### src/rtl/alu_pkg.sv
`default_nettype none
// ============================================================================
// Module   : alu_pkg
// Purpose  : Opcode encodings shared by the SIMD ALU pipeline and its controller.
// Revision : 1.0  initial release
// ============================================================================
package alu_pkg;

  localparam logic [3:0] ALU_AND    = 4'd0;
  localparam logic [3:0] ALU_OR     = 4'd1;
  localparam logic [3:0] ALU_ADD    = 4'd2;
  localparam logic [3:0] ALU_XOR    = 4'd3;
  localparam logic [3:0] ALU_SUB    = 4'd6;
  localparam logic [3:0] ALU_SLT    = 4'd7;
  localparam logic [3:0] ALU_ADDU   = 4'd8;
  localparam logic [3:0] ALU_ADDU_S = 4'd9;
  localparam logic [3:0] ALU_SUBU   = 4'd10;
  localparam logic [3:0] ALU_SUBU_S = 4'd11;

endpackage
`default_nettype wire

### src/rtl/simd_lane_addsub.sv
`default_nettype none
// ============================================================================
// Module   : simd_lane_addsub
// Purpose  : One unsigned SIMD lane: add/sub with optional saturation.
// Revision : 1.0  initial release
// ============================================================================
module simd_lane_addsub #(
  parameter int LANE_W = 8
) (
  input  logic [LANE_W-1:0] a,
  input  logic [LANE_W-1:0] b,
  input  logic              sub,
  input  logic              sat,
  output logic [LANE_W-1:0] y,
  output logic              sat_hit
);

  // Extra top bit is the carry (add) or borrow (sub) out of the lane.
  logic [LANE_W:0]   w_sum;
  logic [LANE_W:0]   w_dif;
  logic              w_ovf;
  logic [LANE_W-1:0] w_raw;

  assign w_sum = {1'b0, a} + {1'b0, b};
  assign w_dif = {1'b0, a} - {1'b0, b};

  always_comb begin
    w_ovf   = sub ? w_dif[LANE_W] : w_sum[LANE_W];
    w_raw   = sub ? w_dif[LANE_W-1:0] : w_sum[LANE_W-1:0];
    sat_hit = sat & w_ovf;
    if (sat_hit) y = sub ? '0 : '1;
    else         y = w_raw;
  end

endmodule
`default_nettype wire

### src/rtl/alu_simd_pipe.sv
`default_nettype none
// ============================================================================
// Module   : alu_simd_pipe
// Purpose  : Two-stage valid/ready ALU with scalar ops, lane-wise unsigned
//            add/sub (wrap or saturate) and a sticky per-lane saturation flag.
// Revision : 1.0  initial release
// ============================================================================
module alu_simd_pipe
  import alu_pkg::*;
#(
  parameter int WIDTH  = 32,
  parameter int LANE_W = 8
) (
  input  logic                      clk,
  input  logic                      reset,
  input  logic                      in_valid,
  output logic                      in_ready,
  input  logic [WIDTH-1:0]          SrcA,
  input  logic [WIDTH-1:0]          SrcB,
  input  logic [3:0]                ALUControl,
  output logic                      out_valid,
  input  logic                      out_ready,
  output logic [WIDTH-1:0]          ALUResult,
  output logic                      zero,
  output logic [WIDTH/LANE_W-1:0]   sat_flag,
  input  logic                      sat_clr
);

  localparam int LANES = WIDTH / LANE_W;

  logic             r_s1_valid;
  logic [WIDTH-1:0] r_s1_a;
  logic [WIDTH-1:0] r_s1_b;
  logic [3:0]       r_s1_op;

  logic             r_s2_valid;
  logic [WIDTH-1:0] r_result;
  logic             r_zero;
  logic [LANES-1:0] r_s2_sat;
  logic [LANES-1:0] r_sat_flag;

  logic             w_s2_adv;
  logic             w_s1_adv;
  logic             w_commit;
  logic             w_lane_sub;
  logic             w_lane_sat;
  logic [WIDTH-1:0] w_lane_y;
  logic [LANES-1:0] w_lane_hit;
  logic [WIDTH-1:0] w_result;
  logic [LANES-1:0] w_sat;
  logic             w_slt;

  assign w_s2_adv = !r_s2_valid | out_ready;
  assign w_s1_adv = !r_s1_valid | w_s2_adv;
  assign w_commit = r_s2_valid & out_ready;

  assign in_ready  = w_s1_adv;
  assign out_valid = r_s2_valid;
  assign ALUResult = r_result;
  assign zero      = r_zero;
  assign sat_flag  = r_sat_flag;

  assign w_lane_sub = (r_s1_op == ALU_SUBU) | (r_s1_op == ALU_SUBU_S);
  assign w_lane_sat = (r_s1_op == ALU_ADDU_S) | (r_s1_op == ALU_SUBU_S);
  assign w_slt      = $signed(r_s1_a) < $signed(r_s1_b);

  for (genvar l = 0; l < LANES; l++) begin : g_lane
    simd_lane_addsub #(.LANE_W(LANE_W)) u_lane (
      .a       (r_s1_a[l*LANE_W +: LANE_W]),
      .b       (r_s1_b[l*LANE_W +: LANE_W]),
      .sub     (w_lane_sub),
      .sat     (w_lane_sat),
      .y       (w_lane_y[l*LANE_W +: LANE_W]),
      .sat_hit (w_lane_hit[l])
    );
  end

  always_comb begin
    w_result = '0;
    w_sat    = '0;
    case (r_s1_op)
      ALU_AND: w_result = r_s1_a & r_s1_b;
      ALU_OR:  w_result = r_s1_a | r_s1_b;
      ALU_ADD: w_result = r_s1_a + r_s1_b;
      ALU_XOR: w_result = r_s1_a ^ r_s1_b;
      ALU_SUB: w_result = r_s1_a - r_s1_b;
      ALU_SLT: w_result = {{(WIDTH-1){1'b0}}, w_slt};
      ALU_ADDU, ALU_ADDU_S, ALU_SUBU, ALU_SUBU_S: begin
        w_result = w_lane_y;
        w_sat    = w_lane_hit;
      end
      default: w_result = '0;
    endcase
  end

  always_ff @(posedge clk) begin
    if (reset)         r_s1_valid <= 1'b0;
    else if (w_s1_adv) r_s1_valid <= in_valid;
  end

  // Operand registers carry no reset; the valid bit alone qualifies them.
  always_ff @(posedge clk) begin
    if (w_s1_adv && in_valid) begin
      r_s1_a  <= SrcA;
      r_s1_b  <= SrcB;
      r_s1_op <= ALUControl;
    end
  end

  always_ff @(posedge clk) begin
    if (reset) begin
      r_s2_valid <= 1'b0;
      r_result   <= '0;
      r_zero     <= 1'b1;
      r_s2_sat   <= '0;
    end else if (w_s2_adv) begin
      r_s2_valid <= r_s1_valid;
      if (r_s1_valid) begin
        r_result <= w_result;
        r_zero   <= (w_result == '0);
        r_s2_sat <= w_sat;
      end
    end
  end

  // Clear applies before the committing beat's saturation bits are merged in.
  always_ff @(posedge clk) begin
    if (reset) r_sat_flag <= '0;
    else       r_sat_flag <= (sat_clr ? '0 : r_sat_flag) | (w_commit ? r_s2_sat : '0);
  end

endmodule
`default_nettype wire
### config.mk
export PLATFORM = sky130hd
export DESIGN_NAME = alu_simd_pipe
export DESIGN_NICKNAME = d
export VERILOG_FILES = /design/src/rtl/alu_pkg.sv /design/src/rtl/simd_lane_addsub.sv /design/src/rtl/alu_simd_pipe.sv
export SDC_FILE = /design/constraint.sdc
export NUM_CORES = 1
export LEC_CHECK = 0
export CELL_PAD_IN_SITES_DETAIL_PLACEMENT = 1
export CELL_PAD_IN_SITES_GLOBAL_PLACEMENT = 1
export CORE_MARGIN = 5
export CORE_UTILIZATION = 44
export DETAILED_ROUTE_END_ITERATION = 16
export GPL_ROUTABILITY_DRIVEN = 0
export PLACE_DENSITY = 0.85
export SYNTH_ARGS = -nofsm -noshare
export SYNTH_HDL_FRONTEND = slang
export SYNTH_SLANG_ARGS = --single-unit
### constraint.sdc
create_clock -name clk -period 4.6 [get_ports clk]
set_clock_uncertainty 0.1 [all_clocks]
set_input_delay 0.69 -clock clk [delete_from_list [all_inputs] [get_ports clk]]
set_output_delay 0.69 -clock clk [all_outputs]
set_load 0.005 [all_outputs]
======== Word level (Yosys, flattened, before mapping) ========
Cells that the tools add are included.
Widths: inputs -> output; s select.
cells by class
  add/sub/neg operators ................... 10
  magnitude comparators ................... 1
  eq/ne operators ......................... 9
  multiplexer cells ....................... 17
  bitwise operators ....................... 13
  reductions and logical operators ........ 7
operators with widths
  kind                count
  $pmux 32 s7         1
  $mux 8              9
  $add 8x8->9         4
  $sub 8x8->9         4
  $add 32x32->32      1
  $and 32x32->32      1
  $logic_not 32->1    1
  $lt 32x32->1        1
  $or 32x32->32       1
  $sub 32x32->32      1
  $xor 32x32->32      1
  $eq 4x4->1 const B  4
  $mux 4              3
  $eq 4x2->1 const B  2
  $eq 4x3->1 const B  2
  $and 1x1->1         5
  $eq 4x1->1 const B  1
  $logic_not 4->1     1
  $mux 1              4
  $or 1x1->1          4
  $or 4x4->4          1
  $reduce_or 4->1     1
  $logic_not 1->1     2
  $reduce_and 2->1    1
  $logic_and 1x1->1   1
storage, ports and cells
  bits in registers ....................... 111
  output and inout bits ................... 39

======== Logic depth before layout (Yosys ltp) ========
Gate-level depths: netlist of run 1.
  depth after elaboration ................. 7
  gate-level depth with buffers ........... 15
  mapped depth without buffers ............ 15

======== By module ========
A second synthesis of run 1 with hierarchy kept.
unflattened totals
  cells, all modules ...................... 1565
  area, all modules ....................... 12779.8 µm²
modules (own cells, without submodules)
  module            times used  cells an instance  area each (µm²)  sequential area each (µm²)
  alu_simd_pipe     1           1137               9516.6           2902.8
  simd_lane_addsub  4           107                815.8            0.0

======== Least setup slack after synthesis of run 1 ========
No wires, ideal clock.
  path type ............................... register to register
  from .................................... register r_s1_a[8]
  to ...................................... register r_zero, in the netlist zero
  setup time .............................. 0.084 ns
  arrival time ............................ 3.310 ns
  required time ........................... 4.416 ns
  slack ................................... 1.106 ns
  cell stages (with the launch flop) ...... 16
  clock period less this slack ............ 3.494 ns
  cells stage by stage .................... edfxtp_1 > inv_1 > ha_1 > inv_1 > fa_1 > nor3b_1 > o31ai_4 > a41oi_4 > a2111oi_4 > a2bb2oi_1 > or3_1 > nor4_2 > nand4_1 > nor4b_2 > nand4_1 > o31ai_2
on the way
  longest elaborated chain between the ends .. 6
  elaborated cells on any way between the ends .. 14
  those cells by class .................... add/sub (4); order compare (1); mux (4); bitwise (4); reduce/logical (1)
RTL lines
  what                                        RTL line                                        RTL
  from (decl)                                 alu_simd_pipe.sv:32                             logic [WIDTH-1:0] r_s1_a;
  from (signal assigned)                      alu_simd_pipe.sv:104                            r_s1_a <= SrcA;
  $add 8x8->9 or $sub 8x8->9 (tied branches)  simd_lane_addsub.sv:24, simd_lane_addsub.sv:25
  $mux 1                                      simd_lane_addsub.sv:28                          w_ovf = sub ? w_dif[LANE_W] : w_sum[LANE_W];
  $and 1x1->1                                 simd_lane_addsub.sv:30                          sat_hit = sat & w_ovf;
  $mux 8                                      simd_lane_addsub.sv:31                          if (sat_hit) y = sub ? '0 : '1;
  $pmux 32 s7 (*)                             alu_simd_pipe.sv:81                             case (r_s1_op)
  $logic_not 32->1 (*)                        alu_simd_pipe.sv:120                            r_zero <= (w_result == '0);
  to (signal assigned)                        alu_simd_pipe.sv:120
  to (decl)                                   alu_simd_pipe.sv:38                             logic r_zero;
Every way passes the cells marked *; elsewhere a longest branch is shown, timed or not.
A chain may end at the register's enable or synchronous reset.

======== Worst setup path in the final report of run 1 ========
  from .................................... register r_s1_b[7]
  to ...................................... register r_zero, in the netlist zero
on the way
  longest elaborated chain between the ends .. 6
  elaborated cells on any way between the ends .. 14
  those cells by class .................... add/sub (4); order compare (1); mux (4); bitwise (4); reduce/logical (1)
RTL lines
  what                                        RTL line                                        RTL
  from (decl)                                 alu_simd_pipe.sv:33                             logic [WIDTH-1:0] r_s1_b;
  from (signal assigned)                      alu_simd_pipe.sv:105                            r_s1_b <= SrcB;
  $add 8x8->9 or $sub 8x8->9 (tied branches)  simd_lane_addsub.sv:24, simd_lane_addsub.sv:25
  $mux 1                                      simd_lane_addsub.sv:28
  $and 1x1->1                                 simd_lane_addsub.sv:30
  $mux 8                                      simd_lane_addsub.sv:31
  $pmux 32 s7 (*)                             alu_simd_pipe.sv:81
  $logic_not 32->1 (*)                        alu_simd_pipe.sv:120
Marks and branches as above.

==> run_results.csv, run 1 <==
group,metric,value,unit
timing,worstMarginPinSlew,0.9883,ns
run_status,status,"finished clean",
layout,drive_gt1_frac,0.06685,
timing,hold_viol,0,
worst_hold_path,hp-class,"register to register",
logic_synthesis,ys_seq_area_frac,0.2670,
global_route,grt_first_pass_wirelength,64150,µm
global_route,grt_start_max_net_pins,53,
drt,viasPerCell,6.571,
floorplanning,die_area,27950,µm²
pwr,power_density,258.5,nW/µm²
timing,rsz0062_at_grt,"no",
clock_tree,h-tree-depth,3,
job,cap_violations,0,
logic_synthesis,syn_nets,1543,
logic_synthesis,synth-seq-cells,111,
floorplanning,die_h,167.2,µm
layout,fillers,2966,
clock_tree,cts.sinks,111,
layout,mostFrequentLayoutCell,"nor2_1",
timing,period_minus_slack,4.371,ns
placement,io_buffers,111,
worst_setup_path,worstPathMaxFanout,15,
layout,syn_to_final_growth,15.85,%
logic_synthesis,avgSynthCellArea,7.994,µm²
placement,dpl.hpwl,31860,µm
drt,vias,11570,
layout,diodes,0,
worst_setup_path,cp-end-kind,"register",
global_route,grt_pass1_vias,11470,
logic_synthesis,ys_top_cells_by_area,"edfxtp_1 19%, ha_1 12%, dfxtp_1 7.9%, a21oi_1 5.7%, nor2_1 5.0%",
clock_tree,cts_setup_buffers,0,
timing,fin_setup_tns,0,ns
worst_setup_path,crit_required,4.79,ns
logic_synthesis,yosysTopAreaCellShare,0.1878,
floorplanning,boundaryPins,112,
clock_tree,insertion_delay,0.38,ns
logic_synthesis,yosys_warnings,0,
global_route,grt_use_total,0.2829,
timing,final_max_slew_viol_count,0,
drt,drc,0,
worst_setup_path,critical_path_arrival,4.56,ns
clock_tree,clk_pin_slew,0.08,ns
drt,drtIter0Drc,1306,
drt,antenna_left,0,
clock_tree,post_cts_resized,0,
logic_synthesis,yosysTopAreaCell,"edfxtp_1",
logic_synthesis,synth_area,10870,µm²
worst_setup_path,start_kind,"register",
pwr,ir_worst_vdd,0.1437,mV
drt,finalWirelength,41510,µm
clock_tree,numCtsBuffers,9,
clock_tree,clock_path_buffers,2,
clock_tree,clock_tree.root_cell,"clkbuf_16",
global_route,antenna_found_initial,0,
drt,routedWlPerCell,23.58,µm
timing,finalCritPeriodShare,0.9502,
clock_tree,cts_hold_buf,0,
timing,max_slew_margin,0.3387,
floorplanning,row_count,57,
timing,fmax,228.8,MHz
logic_synthesis,synth-edff-count,68,
logic_synthesis,synthFlopType,"edfxtp_1",
logic_synthesis,synthCells,1360,
timing,finalSetupViolations,0,
pwr,power_leakage,4.979,nW
logic_synthesis,yosysUniqueCellTypes,90,
global_route,grt_remaining_overflow,0,
drt,firstDrtPassIters,5,
worst_setup_path,path_class,"register to register",
layout,fin_cells,1760,
layout,nNetsFinal,1614,
floorplanning,coreArea,24320,µm²
clock_tree,cts_tree,"built",
layout,layout_common_cells,"146 x nor2_1, 124 x a21oi_1, 111 x clkdlybuf4s50_1",
floorplanning,chipWidth,167.2,µm
logic_synthesis,ys_async_sr_fraction,0,
floorplanning,initial_utilization,0.4470,
placement,placedCellCount,1744,
[layer usage]
metal / vias up / GRT usage / routed length (µm)
met5: - / 0 / 0
met3: 150 / 0.04950 / 3927
li1: 5134 / - / -
met4: 0 / 0.1239 / 1816
met1: 5605 / 0.3714 / 17100
met2: 676 / 0.4593 / 18660
[worst paths after layout]
path	startpoint	to	slack (ns)	depth (start not counted)
setup reg to reg	r_s1_b[7]	zero	0.23	14
setup / recovery	r_s1_b[7]	zero	0.23	14
hold reg to reg	r_s2_sat[3]	r_s2_sat[3]	0.38	2
hold / removal	r_s2_sat[3]	r_s2_sat[3]	0.38	2
[cell type report]
cell class / count / area [µm²] / share of cell area
tap: 324 / 405.4 / 0.03219
inverter: 107 / 401.6 / 0.03189
timing repair buffer: 147 / 1406 / 0.1117
clock inverter: 5 / 38.79 / 0.003080
clock buffer: 11 / 232.7 / 0.01848
multi-input combinational: 1055 / 7207 / 0.5722
sequential: 111 / 2903 / 0.2305
[synthesized netlist by cell type, types with 10 or more instances]
library cell	count
a211oi_1	44
a21o_1	13
a21oi_1	124
a31oi_1	13
and3_1	11
buf_1	12
buf_2	19
clkbuf_1	52
dfxtp_1	43
edfxtp_1	68
ha_1	102
inv_1	105
mux2i_1	15
nand2_1	99
nand2b_1	19
nand3_1	27
nand4_1	16
nor2_1	146
nor2b_1	17
nor3_1	32
nor4_1	18
o2111ai_1	10
o211ai_1	18
o21a_1	11
o21ai_0	74
o21ai_1	10
o22ai_1	10
o31ai_1	21
xnor2_1	25
[per-stage QoR]
stage                     instance area, µm²  hold slack [ns]  utilization  total power, mW  worst slack, ns
final                                  12590           0.3767       0.5179            3.256           0.2291
after global routing                   12590           0.4060       0.5179            3.397          0.02681
after CTS                              12590           0.3779       0.5179            3.221           0.3135
after detailed placement               12320           0.3669       0.5067            2.430           0.3442
after global placement                 12320           0.3508       0.5067            2.392           0.4761
after floorplan                        10870           0.3365            -            1.989            1.106
[critical path, cell delays in order, from the launching register on]
cell	delay, ns
edfxtp_1	0.35
inv_1	0.07
ha_1	0.50
a21oi_1	0.30
o21ai_1	0.13
a31oi_1	0.57
buf_4	0.27
o211ai_1	0.09
a21oi_1	0.28
o2111ai_1	0.18
a2111oi_0	0.60
nand4_1	0.22
nor4b_2	0.28
nand4_1	0.14
o31ai_2	0.19
[state kept, by name, summed over array words and instances, names as in the netlist]
signal and flops:
r_s1_op 4, r_s1_b 32, sat_flag 4, out_valid 1
r_s1_valid 1, r_s2_sat 4, r_s1_a 32, zero 1
ALUResult 32
[where the power goes]
part | total (mW) | leakage, nW | internal, mW | switching, mW
Clock | 0.798 | 0.137 | 0.377 | 0.421
Combinational | 1.29 | 3.82 | 0.479 | 0.811
Sequential | 1.17 | 1.02 | 1.12 | 0.0494
Total | 3.26 | 4.98 | 1.98 | 1.28
[cells by family (layout without fill, tap and decap cells)]
group / Yosys count / after routing / share of synthesized area
AO/OA/AOI/OAI: 463 / 463 / 0.2955
AND/OR/NAND/NOR: 437 / 437 / 0.1962
buffers and inverters: 194 / 270 / 0.07089
flip-flops: 111 / 111 / 0.2670
adder cells (fa/ha/maj): 110 / 110 / 0.1321
XOR/XNOR: 29 / 29 / 0.02336
multiplexers: 16 / 16 / 0.01485
(Power assumes the default switching activity.)
==> run 2: changes to the inputs <==
--- a/config.mk
+++ b/config.mk
@@ -7,7 +7,7 @@
 export LEC_CHECK = 0
 export CELL_PAD_IN_SITES_DETAIL_PLACEMENT = 1
 export CELL_PAD_IN_SITES_GLOBAL_PLACEMENT = 1
-export CORE_MARGIN = 5
+export CORE_MARGIN = 3
 export CORE_UTILIZATION = 44
 export DETAILED_ROUTE_END_ITERATION = 16
 export GPL_ROUTABILITY_DRIVEN = 0
==> run 2 against run 1 <==
Net effect:
- combinational power about the same
- sequential share of layout area about the same
- register-to-register slack improved by 0.10 ns
- maximum frequency increased by 2.4%
- clock power increased by 5.8%
- core utilization increased by 1.0 points
- non-clock buffer count increased by 1
- total power increased by 1.4%
- cell area increased by 0.17%
- cell count decreased by 0.23%
==> run_results.csv, run 2 (same netlist as run 1, synthesis figures left out) <==
group,metric,value,unit
global_route,grt_pass1_vias,11680,
clock_tree,clock_path_buffers,2,
timing,finalSetupViolations,0,
global_route,grt_remaining_overflow,0,
drt,drtIter0Drc,1325,
floorplanning,die_area,26630,µm²
clock_tree,cts.sinks,111,
clock_tree,h-tree-depth,3,
pwr,ir_worst_vdd,0.1611,mV
worst_setup_path,start_kind,"register",
drt,viasPerCell,6.577,
timing,finalCritPeriodShare,0.9276,
drt,finalWirelength,41620,µm
job,cap_violations,0,
timing,period_minus_slack,4.267,ns
timing,fmax,234.3,MHz
timing,fin_setup_tns,0,ns
clock_tree,clk_pin_slew,0.09,ns
pwr,power_leakage,4.992,nW
drt,drc,0,
timing,hold_viol,0,
placement,io_buffers,111,
global_route,antenna_found_initial,0,
drt,vias,11550,
placement,dpl.hpwl,31890,µm
pwr,power_density,261.8,nW/µm²
clock_tree,cts_hold_buf,0,
timing,hold_ws,0.3725,ns
drt,routedWlPerCell,23.70,µm
global_route,grt_first_pass_wirelength,65470,µm
pwr,switching_share,0.3988,
worst_setup_path,crit_required,4.81,ns
global_route,top_usage_layer,"met2",
clock_tree,cts_tree,"built",
worst_hold_path,hp-class,"register to register",
worst_setup_path,cp-end-kind,"register",
worst_setup_path,path_class,"register to register",
layout,syn_to_final_growth,16.04,%
global_route,use_met3,0.05529,
floorplanning,die_h,163.2,µm
drt,firstDrtPassIters,5,
floorplanning,coreArea,23890,µm²
layout,finalInstanceArea,12620,µm²
global_route,groute.layer.met1.usage,0.4070,
layout,nNetsFinal,1615,
pwr,clockPowerShare,0.256,
timing,rsz0062_at_grt,"no",
timing,final_max_slew_viol_count,0,
layout,mostFrequentLayoutCell,"nor2_1",
clock_tree,clock_tree.root_cell,"clkbuf_16",
pwr,total_power,3.303,mW
run_status,status,"finished clean",
clock_tree,numCtsBuffers,9,
floorplanning,row_count,56,
global_route,grt_start_max_net_pins,53,
timing,max_slew_margin,0.3584,
drt,antenna_left,0,
floorplanning,initial_utilization,0.4550,
floorplanning,chipWidth,163.2,µm
pwr,switchingPower,1.317,mW
worst_setup_path,worstPathMaxFanout,5,
floorplanning,boundaryPins,112,
global_route,use_met2,0.5055,
timing,worstMarginPinSlew,0.9588,ns
layout,layout_common_cells,"146 x nor2_1, 124 x a21oi_1, 111 x clkdlybuf4s50_1",
layout,drive_gt1_frac,0.06959,
pwr,p_comb_frac,0.391,
global_route,grt_use_total,0.3107,
worst_setup_path,critical_path_arrival,4.47,ns
pwr,sequentialPowerShare,0.353,
placement,placed_cell_area,12310,µm²
clock_tree,insertion_delay,0.38,ns
layout,diodes,0,
pwr,internal-power,1.985,mW
## run 2: cell types whose count changed in the layout (fill, tap and decap cells not counted), sizes merged
| cell | before | now |
|---|---|---|
| buf | 36 | 37 |
| clkinv | 0 | 2 |
| clkbuf | 11 | 9 |
## run 2: cell type report
| class | instances | area [µm²] |
|---|---|---|
| clock buffer | 9 | 225.2 |
| fill | 2884 | 11280 |
| timing repair buffer | 148 | 1401 |
| inverter | 107 | 401.6 |
| multi-input combinational | 1055 | 7213 |
| tap | 319 | 399.1 |
| clock inverter | 7 | 72.57 |
| sequential | 111 | 2903 |
## run 2: what timing repair did
action,in CTS,in global routing
buffers inserted,0,0
setup endpoints to repair,0,1
resized for setup,0,1
## run 2: power groups by stage
stage	clock (mW)	sequential (mW)	combinational [mW]
3_5_place_dp	0	1.19	1.24
6_report	0.844	1.17	1.29
2_1_floorplan	0	1.18	0.813
3_3_place_gp	0	1.18	1.20
4_1_cts	0.857	1.17	1.25
5_1_grt	0.891	1.18	1.39
## run 2: critical path, stage by stage, from the launching register on
cell and delay, ns:
edfxtp_1 0.39, ha_1 0.22, inv_1 0.07, fa_1 0.46, nand2b_4 0.19, a211oi_2 0.38
o31a_1 0.25, a211oi_1 0.17, o31a_1 0.37, o21ai_1 0.41, nor2_1 0.11, a41o_1 0.23
a211oi_1 0.47, nand4_1 0.17, o31ai_2 0.20
## run 2: layer usage
layer	up-vias	share of wire
met3	146	0.095
met1	5589	0.41
met2	667	0.45
met4	0	0.044
li1	5147	-
met5	-	0
## run 2: path summary, 6_finish.rpt
check / from / end / slack, ns / cells past startpoint
setup / recovery: r_s1_b[0] / zero / 0.33 / 14
hold / removal: r_s2_sat[3] / r_s2_sat[3] / 0.37 / 2
setup reg to reg: r_s1_b[0] / zero / 0.33 / 14
hold reg to reg: r_s2_sat[3] / r_s2_sat[3] / 0.37 / 2
## run 2: stage by stage
step | util | instances | setup slack [ns]
after floorplan | - | 1360 | 1.106
after global placement | 0.5153 | 1740 | 0.4570
after detailed placement | 0.5153 | 1740 | 0.3226
after CTS | 0.5278 | 1756 | 0.2922
after global routing | 0.5280 | 1756 | 0.1206
final | 0.5280 | 1756 | 0.3328
